**src/rtl/output_port_allocator.sv**
```systemverilog
// output_port_allocator: wormhole switch allocator for a 5-port mesh router
//   clk         rising-edge clock
//   rst         asynchronous active-low reset
//   in_valid    input i holds a flit
//   in_flit_id  head-flit id of input i, field [i*FLIT_ID_W +: FLIT_ID_W]
//   in_req      route request of input i, field [i*NPORTS +: NPORTS], bit o = output o
//   out_ready   output o's downstream can accept a flit
//   in_ready    pop strobe for input i (its flit transfers this cycle)
//   out_valid   output o carries a valid flit
//   out_sel     crossbar select of output o, field [o*SEL_W +: SEL_W]
//   out_busy    output o is locked to a packet
module output_port_allocator #(
    parameter int NPORTS = 5,
    parameter int SEL_W = 3,
    parameter int FLIT_ID_W = 3,
    parameter logic [FLIT_ID_W-1:0] HEADER = 3'b001,
    parameter logic [FLIT_ID_W-1:0] TAIL = 3'b100
) (
    input  logic                        clk,
    input  logic                        rst,
    input  logic [NPORTS-1:0]           in_valid,
    input  logic [NPORTS*FLIT_ID_W-1:0] in_flit_id,
    input  logic [NPORTS*NPORTS-1:0]    in_req,
    input  logic [NPORTS-1:0]           out_ready,
    output logic [NPORTS-1:0]           in_ready,
    output logic [NPORTS-1:0]           out_valid,
    output logic [NPORTS*SEL_W-1:0]     out_sel,
    output logic [NPORTS-1:0]           out_busy
);
    typedef enum logic {IDLE, LOCKED} state_t;

    state_t                 state [NPORTS];
    state_t                 state_nx [NPORTS];
    logic [SEL_W-1:0]       owner [NPORTS];
    logic [SEL_W-1:0]       owner_nx [NPORTS];
    logic [SEL_W-1:0]       rr_ptr [NPORTS];
    logic [SEL_W-1:0]       rr_nx [NPORTS];
    logic [FLIT_ID_W-1:0]   flit_id [NPORTS];
    logic [NPORTS-1:0]      req [NPORTS];
    logic [NPORTS-1:0]      cand [NPORTS];
    logic [NPORTS-1:0]      locked_in;

    always_comb begin
        locked_in = '0;
        for (int o = 0; o < NPORTS; o++)
            if (state[o] == LOCKED) locked_in[owner[o]] = 1'b1;
    end

    // An input competes only with a HEADER, only for the lowest requested output,
    // and only while it holds no lock, so it can never own two outputs.
    always_comb begin
        for (int i = 0; i < NPORTS; i++) begin
            flit_id[i] = in_flit_id[i*FLIT_ID_W +: FLIT_ID_W];
            req[i] = in_req[i*NPORTS +: NPORTS];
            cand[i] = (in_valid[i] && flit_id[i] == HEADER && !locked_in[i]) ? (req[i] & (-req[i])) : '0;
        end
    end

    always_comb begin
        logic found;
        logic [SEL_W-1:0] idx;
        found = 1'b0;
        idx = '0;
        in_ready = '0;
        out_valid = '0;
        out_busy = '0;
        out_sel = '0;
        for (int o = 0; o < NPORTS; o++) begin
            state_nx[o] = state[o];
            owner_nx[o] = owner[o];
            rr_nx[o] = rr_ptr[o];
            out_sel[o*SEL_W +: SEL_W] = owner[o];
            if (state[o] == LOCKED) begin
                out_busy[o] = 1'b1;
                out_valid[o] = in_valid[owner[o]] & out_ready[o];
                if (out_valid[o]) begin
                    in_ready[owner[o]] = 1'b1;
                    if (flit_id[owner[o]] == TAIL) state_nx[o] = IDLE;
                end
            end else begin
                found = 1'b0;
                for (int k = 0; k < NPORTS; k++) begin
                    idx = SEL_W'((int'(rr_ptr[o]) + k) % NPORTS);
                    if (!found && cand[idx][o]) begin
                        found = 1'b1;
                        state_nx[o] = LOCKED;
                        owner_nx[o] = idx;
                        rr_nx[o] = SEL_W'((int'(idx) + 1) % NPORTS);
                    end
                end
            end
        end
    end

    always_ff @(posedge clk or negedge rst) begin
        if (!rst) begin
            for (int o = 0; o < NPORTS; o++) begin
                state[o] <= IDLE;
                owner[o] <= '0;
                rr_ptr[o] <= '0;
            end
        end else begin
            for (int o = 0; o < NPORTS; o++) begin
                state[o] <= state_nx[o];
                owner[o] <= owner_nx[o];
                rr_ptr[o] <= rr_nx[o];
            end
        end
    end
endmodule

```
**config.mk**
```make
export PLATFORM = sky130hd
export DESIGN_NAME = output_port_allocator
export DESIGN_NICKNAME = d
export VERILOG_FILES = /design/src/rtl/output_port_allocator.sv
export SDC_FILE = /design/constraint.sdc
export NUM_CORES = 1
export LEC_CHECK = 0
export BUFFER_PORTS_ARGS = -buffer_cell sky130_fd_sc_hd__buf_4
export CORE_ASPECT_RATIO = 1.4
export CORE_MARGIN = 4
export CORE_UTILIZATION = 60
export DETAILED_ROUTE_END_ITERATION = 6
export PLACE_DENSITY = 0.8
export SYNTH_ARGS = -nofsm -noshare
export SYNTH_HDL_FRONTEND = slang
export SYNTH_SLANG_ARGS = --single-unit
```
**constraint.sdc**
```tcl
create_clock -name clk -period 14.9 [get_ports clk]
set_input_delay 0.745 -clock clk [delete_from_list [all_inputs] [get_ports clk]]
set_output_delay 0.745 -clock clk [all_outputs]
set_load 0.01 [all_outputs]
```
==> run metrics <==
commonest cells after routing, fill and taps aside 127 x sky130_fd_sc_hd__ha_1, 111 x sky130_fd_sc_hd__nor2_1, 110 x sky130_fd_sc_hd__nand2_1; slowest cell on the critical path sky130_fd_sc_hd__dfrtp_1; maximum number of pins on one net before global-route repair 36; clock tree from TritonCTS built; count of buffers from port buffering 81; flops & latches, synth 35; n_diodes 0; total of hold buffers inserted after clock tree synthesis 0; Final Core Density 66.53%; Die Wd 121.2 µm; wire per inst 18.99 µm; Clock transition at path regs 0.07 ns; setup_tns 0 ns; kind of start point of the critical path flop; setup ws final 6.666 ns; Max Fanout on Critical Path 16; global-route wire length before repair 51.71 mm; library cell appearing most often on the critical path sky130_fd_sc_hd__ha_1; total number of yosys warnings 0; sequential area share after synthesis 8.136%; Compound-Gate Fraction of Synth Area 27.14%; clock sink count 35; number of antenna violations at the first check in global routing 0; count of antenna-violating nets left after detailed routing 0; Adder-Cell Fraction of Synth Area 15.23%; fmax 121.4 MHz; setup repair after global routing missed its margin false; growth of design area from synthesis to finish 7.985%; number of nets produced by synthesis 1591; category of the critical setup timing path reg2reg; Cells after Synth 1410; final net count 1629; crit path time final 8.234 ns; predominant post-synthesis flop cell sky130_fd_sc_hd__dfrtp_1; area of the die 20180 µm²; floorplan core area 17470 µm²; Reg-to-Reg End rr_ptr[13]$_DFFE_PN0P_; Post-Syn Area 10770 µm²; vias after detailed routing 11300; setup slack of the most critical reg-to-reg path 6.67 ns; starting density of the core 61.61%; total routing resource utilization after global routing 30.31%; number of enable-type register cells in the synthesized netlist 0; Worst Hold Class in2async; layout cell share with drive strength beyond 1 14.01%; H-tree levels 2; synthesized area divided by synthesized cell count 7.635 µm²; drt drc 0; number of core rows 57; mux cell area share after synthesis 9.972%; worst hold slack 0.4395 ns; count of final max-slew check failures 0; final cycle utilization of the critical path 55.27%; CP endpoint rr_ptr[13]$_DFFE_PN0P_; Final Hold Viols 0; final estimated routing congestion in global placement 1.055; number of global-route vias before repair 10630; Slew Limit Headroom 28.15%; Setup crit start rr_ptr[12]$_DFFE_PN0P_; fraction of synthesis flops using an asynchronous set or reset pin 100.0%; buffer type at the clock tree root sky130_fd_sc_hd__clkbuf_16; max-cap violation count 0; detailed-route wire length 32.00 mm; number of ports placed on the die boundary 82; result of the run complete, no violations; actual slew at the worst max-slew pin 1.075 ns; total CTS buffers 5; total congestion overflow 0; combinational family with the most area after synthesis simple AND/OR/NAND/NOR gates; number of buffers between clock root and the deepest sink 2; chip height 166.5 µm; half-perimeter wire length of the detailed placement result 25.44 mm; path depth of the worst reg2reg path 33; critical register-to-register path startpoint rr_ptr[12]$_DFFE_PN0P_; clock latency on the worst-skew pair 0.29 ns; post-cts repair resize count 0; Clock Skews 0.008270 ns; Synth Area in Simple Gates 28.78%; iteration count of the initial detailed-routing pass 5; placement-stage worst setup slack 6.846 ns; drt first-iter violations 949; Final setup viols 0; post-synth cell types 116; data arrival time at the worst-slack endpoint 8.45 ns; post-synthesis share of cell area spent on xor and xnor gates 5.079%; CP peak stage delay 0.59 ns; type of destination of the critical path flop; vias per cell 6.709; leading cell type in the layout, fill and taps excluded sky130_fd_sc_hd__ha_1; Post-CTS Setup Inserts 0; Worst Path Required 15.11 ns
[sequential cells by signal (all words and copies together), names as in the netlist]
register  flops
out_sel      15
rr_ptr       15
state         5
[synthesized netlist by cell type (20+ instances only)]
library cell	instances	share of area, %
sky130_fd_sc_hd__a21oi_1	85	4.0
sky130_fd_sc_hd__and2_1	20	1.2
sky130_fd_sc_hd__clkbuf_1	31	1.1
sky130_fd_sc_hd__dfrtp_1	35	8.1
sky130_fd_sc_hd__ha_1	127	15
sky130_fd_sc_hd__inv_1	95	3.3
sky130_fd_sc_hd__mux2_2	32	3.3
sky130_fd_sc_hd__mux2i_1	57	5.3
sky130_fd_sc_hd__nand2_1	110	3.8
sky130_fd_sc_hd__nand2b_1	34	2.0
sky130_fd_sc_hd__nand3_1	39	1.8
sky130_fd_sc_hd__nor2_1	111	3.9
sky130_fd_sc_hd__nor2b_1	22	1.3
sky130_fd_sc_hd__nor3_1	22	1.0
sky130_fd_sc_hd__o211ai_1	23	1.6
sky130_fd_sc_hd__o21ai_0	78	3.6
sky130_fd_sc_hd__o22ai_1	29	1.7
sky130_fd_sc_hd__xnor2_1	45	3.7
[through the flow]
step / instances / area, µm²
2_1_floorplan: 1410 / 10770
3_3_place_gp: 1677 / 11450
3_5_place_dp: 1677 / 11450
4_1_cts: 1685 / 11620
5_1_grt: 1685 / 11620
6_report: 1685 / 11620
[worst max-delay path: cells and delay by family (launching register included)]
kind	cells	cell delay, ns
fa+ha+maj	7	2.10
buf+inv	3	0.53
simple gates	9	1.63
xor+xnor	4	0.99
flops	1	0.59
compound gates	7	1.43
mux	3	0.89
[layout make-up]
| cell class | count | area [µm²] |
|---|---|---|
| clock buffer | 5 | 125.1 |
| clock inverter | 3 | 47.55 |
| fill | 1530 | 5848 |
| inverter | 99 | 371.6 |
| multi-input combinational | 1223 | 9279 |
| sequential | 35 | 875.8 |
| tap | 236 | 295.3 |
| timing repair buffer | 84 | 630.6 |
[worst min-delay path by stage]
stage | to | from | depth (start not counted)
4_1_cts | out_sel[2]$_DFFE_PN0P_ | rst | 1
5_1_grt | rr_ptr[9]$_DFFE_PN0P_ | rst | 1
6_report | rr_ptr[11]$_DFFE_PN0P_ | rst | 1
3_3_place_gp | state[0]$_DFF_PN0_ | state[0]$_DFF_PN0_ | 2
3_5_place_dp | state[0]$_DFF_PN0_ | state[0]$_DFF_PN0_ | 2
2_1_floorplan | out_sel[0]$_DFFE_PN0P_ | rst | 0
[kinds of logic after synthesis]
family / Yosys count
adders and majority gates: 130
xor gates and xnor gates: 56
muxes: 97
buffers and inverters: 152
and+or+nand+nor: 530
AOI/OAI and AO/OA: 410
DFF: 35
[layer usage]
metal / track usage, % / share of wire, %
met1: 38.63 / 41
met2: 51.94 / 49
met3: 4.071 / 7.4
met4: 11.02 / 3.1
met5: 0 / 0
Power is left out: the tool's default activity adds up to more than one toggle a clock period on the data nets, which glitch-free logic cannot reach.
